File: config.mk
export PLATFORM = sky130hd
export DESIGN_NAME = fetch_queue
export DESIGN_NICKNAME = d
export VERILOG_FILES = /design/src/rtl/fetch_queue.sv
export SDC_FILE = /design/constraint.sdc
export NUM_CORES = 1
export LEC_CHECK = 0
export ABC_AREA = 1
export ABC_CLOCK_PERIOD_IN_PS = 6950
export CORE_ASPECT_RATIO = 0.6
export CORE_MARGIN = 1
export CORE_UTILIZATION = 45
export CTS_CLUSTER_DIAMETER = 200
export DETAILED_ROUTE_END_ITERATION = 8
export DONT_BUFFER_PORTS = 1
export GPL_TIMING_DRIVEN = 0
export PLACE_DENSITY = 0.57
export SYNTH_ARGS = -nofsm -noshare
export SYNTH_HDL_FRONTEND = slang
export SYNTH_SLANG_ARGS = --single-unit
File: constraint.sdc
create_clock -name clock -period 6.95 [get_ports clock]
set_input_delay 1.0425 -clock clock [delete_from_list [all_inputs] [get_ports clock]]
set_output_delay 1.0425 -clock clock [all_outputs]
set_load 0.005 [all_outputs]
File: src/rtl/fetch_queue.sv
// Instruction fetch front end: credit-limited prefetch FIFO between in-order instruction memory and decode.
// Optional same-cycle response bypass when built with FETCH_BYPASS_EN defined.
module fetch_queue #(
    parameter int unsigned DEPTH    = 4,
    parameter logic [31:0] RESET_PC = 32'h0040_0000
) (
    input  logic        clock,
    input  logic        reset_n,
    output logic        memReq,
    output logic [31:0] memAddr,
    input  logic        memReady,
    input  logic        memValid,
    input  logic [31:0] memData,
    output logic        instValid,
    output logic [31:0] instruction,
    output logic [31:0] instPC,
    input  logic        instReady,
    input  logic        redirect,
    input  logic [31:0] redirectPC
);

    localparam int unsigned PW        = (DEPTH > 1) ? $clog2(DEPTH) : 1;
    localparam int unsigned CW        = $clog2(DEPTH) + 1;
    localparam logic [31:0] NOP_INSN  = 32'h0000_0033;
    localparam logic [CW:0] CREDIT    = (CW + 1)'(DEPTH);

    // Handshakes: a request transfers when memReq && memReady; a response transfers
    // whenever memValid is high (no back-pressure to memory); decode takes the head
    // when instValid && instReady. Redirect overrides every transfer except memValid.

    logic [31:0]   r_fetch_pc;
    logic [31:0]   r_resp_pc;
    logic [CW-1:0] r_count;
    logic [CW-1:0] r_outstanding;
    logic [CW-1:0] r_discard;
    logic [PW-1:0] r_rd_ptr;
    logic [PW-1:0] r_wr_ptr;
    logic [31:0]   r_q_data [DEPTH];
    logic [31:0]   r_q_pc   [DEPTH];

    logic [CW:0]   w_credit_used;
    logic          w_issue;
    logic          w_accept;
    logic          w_resp_keep;
    logic          w_bypass;
    logic          w_bypass_take;
    logic          w_push;
    logic          w_pop;
    logic          w_has_head;
    logic [31:0]   w_redirect_pc;
    logic [CW-1:0] w_left_in_flight;

    // Queued words plus requests still in memory may never exceed DEPTH, so a
    // response always finds a free slot.
    assign w_credit_used    = {1'b0, r_count} + {1'b0, r_outstanding};
    assign w_issue          = reset_n && !redirect && (w_credit_used < CREDIT);
    assign w_accept         = w_issue && memReady;
    assign w_resp_keep      = memValid && (r_discard == '0);
    assign w_has_head       = (r_count != '0);
    assign w_redirect_pc    = {redirectPC[31:2], 2'b00};
    assign w_left_in_flight = r_outstanding - CW'(memValid);

`ifdef FETCH_BYPASS_EN
    assign w_bypass = reset_n && !w_has_head && w_resp_keep && !redirect;
`else
    assign w_bypass = 1'b0;
`endif

    assign w_bypass_take = w_bypass && instReady;
    assign w_push        = w_resp_keep && !w_bypass_take;
    assign w_pop         = w_has_head && instReady;

    assign memReq  = w_issue;
    assign memAddr = r_fetch_pc;

    always_comb begin
        instValid   = 1'b0;
        instruction = NOP_INSN;
        instPC      = 32'h0000_0000;
        if (w_has_head) begin
            instValid   = 1'b1;
            instruction = r_q_data[r_rd_ptr];
            instPC      = r_q_pc[r_rd_ptr];
        end else if (w_bypass) begin
            instValid   = 1'b1;
            instruction = memData;
            instPC      = r_resp_pc;
        end
    end

    always_ff @(posedge clock or negedge reset_n) begin
        if (!reset_n) begin
            r_fetch_pc    <= RESET_PC;
            r_resp_pc     <= RESET_PC;
            r_count       <= '0;
            r_outstanding <= '0;
            r_discard     <= '0;
            r_rd_ptr      <= '0;
            r_wr_ptr      <= '0;
        end else if (redirect) begin
            // Everything still in memory after this edge belongs to the old path.
            r_fetch_pc    <= w_redirect_pc;
            r_resp_pc     <= w_redirect_pc;
            r_count       <= '0;
            r_rd_ptr      <= '0;
            r_wr_ptr      <= '0;
            r_outstanding <= w_left_in_flight;
            r_discard     <= w_left_in_flight;
        end else begin
            if (w_accept) begin
                r_fetch_pc <= r_fetch_pc + 32'd4;
            end
            r_outstanding <= r_outstanding + CW'(w_accept) - CW'(memValid);
            if (memValid && (r_discard != '0)) begin
                r_discard <= r_discard - 1'b1;
            end
            if (w_resp_keep) begin
                r_resp_pc <= r_resp_pc + 32'd4;
            end
            if (w_push) begin
                r_wr_ptr <= r_wr_ptr + 1'b1;
            end
            if (w_pop) begin
                r_rd_ptr <= r_rd_ptr + 1'b1;
            end
            r_count <= r_count + CW'(w_push) - CW'(w_pop);
        end
    end

    always_ff @(posedge clock) begin
        if (!redirect && w_push) begin
            r_q_data[r_wr_ptr] <= memData;
            r_q_pc[r_wr_ptr]   <= r_resp_pc;
        end
    end

endmodule

==> results of run 1 <==
## power breakdown
group	total [uW]	internal [uW]	leakage, uW	switching [uW]
combinational	1360	369	0.00260	988
clock	1640	934	0.000483	710
sequential	2410	2230	0.00312	173
## worst max-delay path by stage
stage | from | endpoint | slack [ps] | depth (start not counted)
after floorplan | redirect | r_q_data[0][0] | 2330 | 5
after global placement | redirect | r_q_data[3][7] | -160 | 5
after detailed placement | redirect | r_q_data[3][7] | 3580 | 7
after CTS | r_count[1] | instPC[20] | 3250 | 6
after global routing | r_count[1] | instPC[20] | 3090 | 6
final | r_count[1] | instPC[20] | 3270 | 6
## cell type report
cell class	instances	area, um^2
fill	2877	15200
sequential	321	9280
multi-input combinational	989	4650
clock buffer	50	913
tap	416	520
inverter	108	410
buffer	67	312
timing repair buffer	8	190
clock inverter	7	62.6
## sequential cells by signal (all words and copies together), names as in the netlist
signal and count:
r_outstanding 3, r_count 3, r_q_pc 120, r_rd_ptr 2, r_q_data 128, r_discard 3, memAddr 30, r_resp_pc 30
r_wr_ptr 2
## per-stage QoR
stage	util	hold slack (ps)	setup slack (ps)
after floorplan	-	496	2330
after global placement	0.480	550	-163
after detailed placement	0.487	560	3580
after CTS	0.518	147	3250
after global routing	0.518	148	3090
final	0.518	177	3270
## placed cells by master (no fill, tap or decap), drive strengths merged, types with 10 or more instances in the layout
| cell type | n |
|---|---|
| nor2 | 333 |
| nand4 | 10 |
| o21ai | 157 |
| nand3 | 73 |
| nand2 | 252 |
| edfxtp | 248 |
| clkbuf | 81 |
| inv | 108 |
| a21oi | 79 |
| o211ai | 13 |
| ha | 16 |
| xor2 | 14 |
| dfrtp | 71 |
| buf | 44 |
| nor3 | 10 |
## metal layers
metal,track usage,vias to the layer above
li1,-,5077
met5,0.0188,-
met2,0.346,384
met4,0.0398,2
met3,0.0737,36
met1,0.376,5168
## kinds of logic (layout without fill, tap and decap cells)
| family | Yosys count | after routing |
|---|---|---|
| buffers and inverters | 175 | 240 |
| AO/OA/AOI/OAI | 265 | 265 |
| flip-flops | 321 | 321 |
| AND/OR/NAND/NOR | 685 | 685 |
| other | 1 | 4 |
| adder cells (fa/ha/maj) | 18 | 18 |
| XOR/XNOR | 17 | 17 |
==> impl_metrics.tcl, run 1 <==
set metrics [dict create \
    syn_avg_cell_area_um2 9.86 \
    run_status "finished, final reports clean" \
    holdBufCountCts 0 \
    yosysUniqueCellTypes 39 \
    wl_met2_um 16800 \
    dr.pass1.iters 6 \
    grt_pass1_vias 10100 \
    fp.dieArea_mm2 0.0332 \
    initial_utilization 0.463 \
    placed_area_mm2 0.0154 \
    post-synth-top-count-cell "nor2_1" \
    p_total_uw 5410 \
    ys_top_cells_by_count "320 x nor2_1, 248 x edfxtp_1, 246 x nand2_1" \
    clock_sinks 321 \
    slew_headroom 0.424 \
    fmax_mhz 271 \
    dp.cells 1909 \
    fin_area_mm2 0.0163 \
    antenna_found_initial 0 \
    portBuffers 0 \
    num_rows 50 \
    syn_area_mm2 0.0146 \
    cts_tree "built" \
    wl_um 40700 \
    critical-path-top-delay-family "buffers and inverters" \
    max_cap_violations 0 \
    synth_xor_area_frac 0.0102 \
    htreeDepth 1 \
    synth-adder-area-share 0.0164 \
    post-cts-setup-buffers 0 \
    synth_area_leaders "edfxtp_1 51%, dfrtp_1 12%, nor2_1 8.2%" \
    gp_congestion 0.954 \
    synth_compound_area_frac 0.0960 \
    rsz0062_at_grt "false" \
    worstRegToRegCells 11 \
    via_count 10700 \
    wl_met3_um 4030 \
    cts_made_buffers 31 \
    finalSetupTns_ps 0 \
    vias_per_cell 5.43 \
    cts_buffer_depth 3 \
    worstPathRequired_ps 5910 \
    post_cts_resized 0 \
    max_stage_delay_ps 460 \
    cp.arrival_ps 2640 \
    ys_seq_area_frac 0.635 \
    final_max_slew_viol_count 0 \
    hold_viol 0 \
    cp_cell_sequence "nor2_1, nand2_1, inv_1, buf_2, buf_2, a21oi_1" \
    yosysWarnings 0 \
    drt-initial-drc-count 962 \
    antenna_left 0 \
    endpoint_kind "output port" \
    timing.rr.start "r_discard[0]" \
    antenna_cells 0 \
    min_period_over_period 0.530 \
    hpwl_um 28300 \
    top_layer "met5" \
    async_flop_share 0.227 \
    hold_class "primary input to async pin" \
    routedWlPerCell_um 20.7 \
    crit_type "register to output port" \
    clock_latency_ps 560 \
    cp_slowest_cell "nand2_1" \
    drive_gt1_frac 0.0832 \
    tightestPinTransition_ps 863 \
    yosysTopAreaCellShare 0.510 \
    synth_seq_cells 321 \
    timing.rr.end "r_q_pc[3][31]" \
    synth_cells 1482 \
    drcViolationCount 0 \
    cp_max_fo 10 \
    vdd_drop_max_mv 0.189 \
    chipHeight_um 142 \
    num_io_pins 168 \
    synthMuxAreaShare 0 \
    grt_max_degree 75 \
    stdcell_count 1966 \
    crit_buf_inv 3 \
    wl_met1_um 19300 \
    synth.largest_area_cell "edfxtp_1" \
    setup_viol 0 \
    yosys.area_share.simple 0.193 \
    root_buffer "clkbuf_16" \
    fin_skew_ps 9.97 \
    synthToLayoutAreaGrowth_pct 11.8 \
    powerDensity_mw_per_mm2 331 \
    grt.overflow.total 0 \
    synth_top_family_by_area "simple AND/OR/NAND/NOR gates" \
    core_mm2 0.0315 \
    synth_flop_cell "edfxtp_1" \
    final_net_count 1614 \
    total_leakage_power_uw 0.00620 \
    timing.final.crit_period_ps 3680 \
    grt_pass1_wl_um 61700 \
    synth_edf_count 248 \
    chipWidth_um 235 \
    ff2ff_setup_slack_ps 3990 \
    start_kind "register" \
    critPathMostFrequentCell "buf_2" \
    grt_usage 0.246 \
    clk_pin_slew_ps 60 \
]
(Power assumes the default switching activity.)
==> inputs of run 2 (changes only) <==
Settings changed: ABC_AREA 1 to 0, ABC_CLOCK_PERIOD_IN_PS 6950 to 3200, PLACE_DENSITY 0.57 to 0.59.
Clock period 6.95 ns to 3.2 ns, I/O delays scaled along.
==> run 2 against run 1 <==
Worst setup slack got worse by 3100 ps. Sequential cell count unchanged. Design area decreased by 6.1%. Cell count decreased by 33%. Die area decreased by 7.4%. Register-to-register slack got worse by 3800 ps. First-iteration DRC count decreased by 39%.
==> impl_metrics.tcl, run 2 <==
set metrics [dict create \
    run_status "finished, final reports clean" \
    dr.pass1.iters 5 \
    root_buffer "clkbuf_16" \
    largest_reg_flops 128 \
    antenna_left 0 \
    setup_viol 0 \
    p_comb_frac 0.208 \
    yosysUniqueCellTypes 51 \
    tightestPinTransition_ps 1080 \
    min_period_over_period 0.949 \
    synth_edf_count 248 \
    hpwl_um 21500 \
    core_mm2 0.0291 \
    chipWidth_um 226 \
    wl_um 31200 \
    ff2ff_setup_slack_ps 170 \
    timing.final.crit_period_ps 3040 \
    grt.overflow.total 0 \
    clock_latency_ps 570 \
    stdcell_count 1318 \
    startpoint "r_rd_ptr[1]" \
    dp.cells 1241 \
    power_frac_seq 0.465 \
    synth_cells 834 \
    grt_usage 0.207 \
    via_count 7578 \
    grt_pass1_vias 7771 \
    endpoint_kind "output port" \
    num_io_pins 168 \
    start_kind "register" \
    yosysWarnings 0 \
    slew_headroom 0.275 \
    grt_pass1_wl_um 46800 \
    final_cell_mix "248 x edfxtp_1, 71 x dfrtp_1, 62 x mux4_2" \
    post-synth-top-count-cell "edfxtp_1" \
    htreeDepth 1 \
    synth.largest_area_cell "edfxtp_1" \
    switching_share 0.276 \
    p_total_uw 10800 \
    routedWlPerCell_um 23.7 \
    hold_slack_ps 27.8 \
    fmax_mhz 329 \
    drive_gt1_frac 0.175 \
    chipHeight_um 136 \
    cp.arrival_ps 2560 \
    max_cap_violations 0 \
    fin_skew_ps 26.1 \
    powerDensity_mw_per_mm2 706 \
    num_rows 48 \
    worstRegToRegCells 12 \
    cts_tree "built" \
    timing.rr.start "r_count[2]" \
    total_leakage_power_uw 0.00517 \
    async_flop_share 0.227 \
    clock_sinks 321 \
    antenna_found_initial 0 \
    crit_end "instPC[3]" \
    antenna_cells 0 \
    syn_area_mm2 0.0135 \
    cts_made_buffers 30 \
    final_max_slew_viol_count 0 \
    synth_seq_cells 321 \
    top_regs "r_q_data x128, r_q_pc x120" \
    clk_pin_slew_ps 60 \
    yosysTopAreaCellShare 0.551 \
    drt-initial-drc-count 588 \
    hold_start "memData[10]" \
    vias_per_cell 5.75 \
    final_net_count 982 \
    drcViolationCount 0 \
    final_common_cell "edfxtp_1" \
    cp_max_fo 10 \
    grt_max_degree 74 \
    ys_seq_area_frac 0.686 \
    syn_avg_cell_area_um2 16.2 \
    ys_top_cells_by_count "248 x edfxtp_1, 71 x dfrtp_1, 65 x and2_1" \
    crit_type "register to output port" \
    p_int_uw 7850 \
    worstPathRequired_ps 2720 \
    clkPwrFrac 0.327 \
    hold_class "primary input to register" \
    synth_area_leaders "edfxtp_1 55%, dfrtp_1 13%, mux4_2 10%" \
    hold_viol 0 \
    initial_utilization 0.464 \
    portBuffers 0 \
    synth_flop_cell "edfxtp_1" \
    synthToLayoutAreaGrowth_pct 13.5 \
    cts_buffer_depth 3 \
    regMostFlops "r_q_data" \
    switchingPower_uw 2990 \
    vdd_drop_max_mv 0.375 \
    fp.dieArea_mm2 0.0308 \
    gp_congestion 0.888 \
    timing.rr.end "r_outstanding[2]" \
]
==> run 2: cell types whose count changed in the layout (fill, tap and decap cells not counted), moves of 11 or more <==
cell           change
xnor2_1           +14
a21oi_1           -73
dlygate4sd3_1     +18
nand2_1          -193
xor2_1            +11
nand3_1           -42
clkbuf_1          -12
buf_2             -12
mux4_2            +62
inv_1             -84
nor2_1           -294
o21ai_0          -118
and2_1            +61
==> run 2: worst max-delay path, cell delays in order (launching register included) <==
cell	delay [ps]
dfrtp_1	320
clkbuf_1	500
clkbuf_1	560
mux4_2	420
and2_1	210
==> run 2: logic make-up after synthesis <==
family                   synth area share
AO/OA/AOI/OAI                      0.0415
XOR/XNOR                           0.0272
adder cells (fa/ha/maj)            0.0178
buffers and inverters              0.0183
flip-flops                          0.686
multiplexers                        0.107
other                            0.000277
AND/OR/NAND/NOR                     0.102
==> run 2: how the worst min path moves through the flow <==
stage | end | slack [ps] | cells past startpoint
after floorplan | memAddr[10] | 180 | 0
after global placement | memAddr[4] | 190 | 0
after detailed placement | memAddr[2] | 190 | 0
after CTS | r_q_data[3][13] | 0.1 | 0
after global routing | r_q_data[1][3] | 2 | 0
final | r_q_data[3][10] | 30 | 0
==> run 2: layout make-up <==
type / instances / area, um^2
Inverter: 18 / 71.3
Sequential cell: 321 / 9280
Clock inverter: 8 / 87.6
Multi-Input combinational cell: 458 / 4030
Tap cell: 400 / 500
Buffer: 38 / 175
Fill cell: 2373 / 13800
Clock buffer: 48 / 890
Timing Repair Buffer: 27 / 318
==> run 2: metrics by stage <==
stage	setup WS (ps)	area [um^2]	util	setup TNS [ps]
detailed placement	-33.4	14100	0.485	-47.4
CTS	19.6	15300	0.526	0
global placement	-1130	14000	0.482	-275880
global route	-10.6	15300	0.527	-10.6
finish	162	15300	0.527	0
floorplan	239	13500	-	0
==> run 2: metal layers <==
layer,vias to the layer above,wire (um),track usage
met5,-,0,0
met4,0,503,0.0491
met3,40,1970,0.0508
met2,239,14200,0.307
met1,3955,14600,0.306
li1,3344,-,-
==> run 2: power by group through the flow <==
| stage | clock network, uW | logic, uW | registers, uW |
|---|---|---|---|
| 2_1_floorplan | 0 | 1650 | 5020 |
| 3_3_place_gp | 0 | 2180 | 5100 |
| 3_5_place_dp | 0 | 2260 | 5110 |
| 4_1_cts | 3610 | 2330 | 5030 |
| 5_1_grt | 3760 | 2520 | 5060 |
| 6_report | 3540 | 2260 | 5040 |
==> run 2: what timing repair did <==
item                       CTS  global route
gates resized for setup      3             3
setup buffers                0             4
cloned                       0             0
hold endpoints to repair   141             0
hold buffers                19             0
setup endpoints to repair   50            12
==> inputs of run 3 (changes only) <==
Settings changed: ABC_AREA 0 to 1, SKIP_CTS_REPAIR_TIMING from default to 1.
==> run 3 against run 2 <==
Sequential cell count unchanged. Die area grew 8.0%. Hold slack improved by 8.2 ps.
==> impl_metrics.tcl, run 3 (synthesis results as in run 1) <==
set metrics [dict create \
    final_cell_mix "316 x nor2_1, 248 x edfxtp_1, 245 x nand2_1" \
    num_io_pins 168 \
    setup_viol 0 \
    chipHeight_um 142 \
    max_stage_delay_ps 610 \
    antenna_left 0 \
    grt_usage 0.244 \
    initial_utilization 0.463 \
    cts_tree "built" \
    antenna_found_initial 0 \
    hold_viol 0 \
    final_util 0.528 \
    final_net_count 1648 \
    slew_headroom 0.479 \
    run_status "finished, final reports clean" \
    crit_type "register to output port" \
    root_buffer "clkbuf_16" \
    cp_cell_sequence "buf_2, inv_2, buf_4, buf_2, nor2_1, o311ai_0" \
    drive_gt1_frac 0.0840 \
    powerDensity_mw_per_mm2 699 \
    antenna_cells 0 \
    vdd_drop_max_mv 0.423 \
    routedWlPerCell_um 20.5 \
    top_regs "r_q_data x128, r_q_pc x120" \
    clk_pin_slew_ps 70 \
    cp_slowest_cell "o311ai_0" \
    min_period_over_period 0.933 \
    gp_congestion 0.951 \
    hold_slack_ps 35.9 \
    rsz0062_at_grt "false" \
    fp.dieArea_mm2 0.0332 \
    num_rows 50 \
    fin_skew_ps 10.9 \
    drcViolationCount 0 \
    finalSetupTns_ps 0 \
    tightestPinTransition_ps 782 \
    hold_class "primary input to register" \
    critPathMostFrequentCell "buf_2" \
    dr.pass1.iters 7 \
    clock_latency_ps 570 \
    cts_made_buffers 30 \
    wl_um 41000 \
    final_common_cell "nor2_1" \
    chipWidth_um 235 \
    timing.final.crit_period_ps 2990 \
    drt-initial-drc-count 1134 \
    clock_sinks 321 \
    crit_buf_inv 4 \
    htreeDepth 1 \
    grt_max_degree 75 \
    cts_buffer_depth 3 \
    endpoint_kind "output port" \
    grt_pass1_vias 9845 \
    fmax_mhz 335 \
    largest_reg_flops 128 \
    critical-path-top-delay-family "buffers and inverters" \
    worstPathRequired_ps 2720 \
    via_count 10800 \
    p_total_uw 11700 \
    grt.overflow.total 0 \
    hpwl_um 28300 \
    vias_per_cell 5.43 \
    grt_pass1_wl_um 61400 \
    total_leakage_power_uw 0.00633 \
    max_cap_violations 0 \
    regMostFlops "r_q_data" \
    synthToLayoutAreaGrowth_pct 14.0 \
    core_mm2 0.0315 \
    portBuffers 0 \
    cp_max_fo 10 \
    cp.arrival_ps 2510 \
    final_max_slew_viol_count 0 \
    start_kind "register" \
]
## run 3: cell count changes in the layout (fill, tap and decap cells not counted), sizes merged, moves of 15 or more
cell,delta
mux4,-62
inv,+91
a21oi,+73
buf,+19
and2,-65
nor2,+311
nand2,+199
nand3,+42
dlygate4sd3,+15
o21ai,+115
## run 3: worst paths after layout
path | start | end | slack (ps) | cells after the start
min in group asynchronous | reset_n | memAddr[23] | 450 | 2
max | r_rd_ptr[0] | instruction[4] | 210 | 6
max reg2reg | r_discard[0] | r_q_data[3][8] | 290 | 11
max in group asynchronous | reset_n | memAddr[2] | 2390 | 2
min reg2reg | r_wr_ptr[0] | r_wr_ptr[0] | 580 | 1
min | redirectPC[22] | r_resp_pc[22] | 40 | 2
## run 3: where the power goes
part | leakage (uW) | switching (uW) | total, uW | internal, uW
sequential | 0.00312 | 372 | 5220 | 4850
combinational | 0.00276 | 2180 | 3020 | 839
clock | 0.000449 | 1580 | 3420 | 1830
total | 0.00633 | 4130 | 11700 | 7520
## run 3: final cells by class
type	count	area (um^2)
well taps	416	520
flip-flops and latches	321	9280
clock inverters	15	76.3
repair buffers	43	568
multi-input cells	989	4660
inverters	108	410
clock buffers	40	840
fillers	2843	14900
plain buffers	67	313
## run 3: worst register-to-register path, cell delays in order, from the launching register on
cell and delay [ps]:
dfrtp_1 370, inv_1 100, ha_1 150, inv_1 40
nor2_1 70, nand2_1 110, inv_1 110, nand2_1 90
clkbuf_1 350, nor2_4 700, buf_12 270, buf_12 210
## run 3: stage by stage
step	cells	setup WS, ps	cell area, um^2
after floorplan	1485	-993	14600
after global placement	1901	-3450	15100
after detailed placement	1910	249	15400
after CTS	1965	59.6	16300
after global routing	1999	19.8	16700
final	1999	214	16700
## run 3: metal layers
layer | up-vias | wire length (um) | GRT usage
met5 | - | 0 | 0
met4 | 0 | 682 | 0.0443
met3 | 52 | 3730 | 0.0712
met2 | 383 | 16700 | 0.331
met1 | 5257 | 19900 | 0.383
li1 | 5153 | - | -
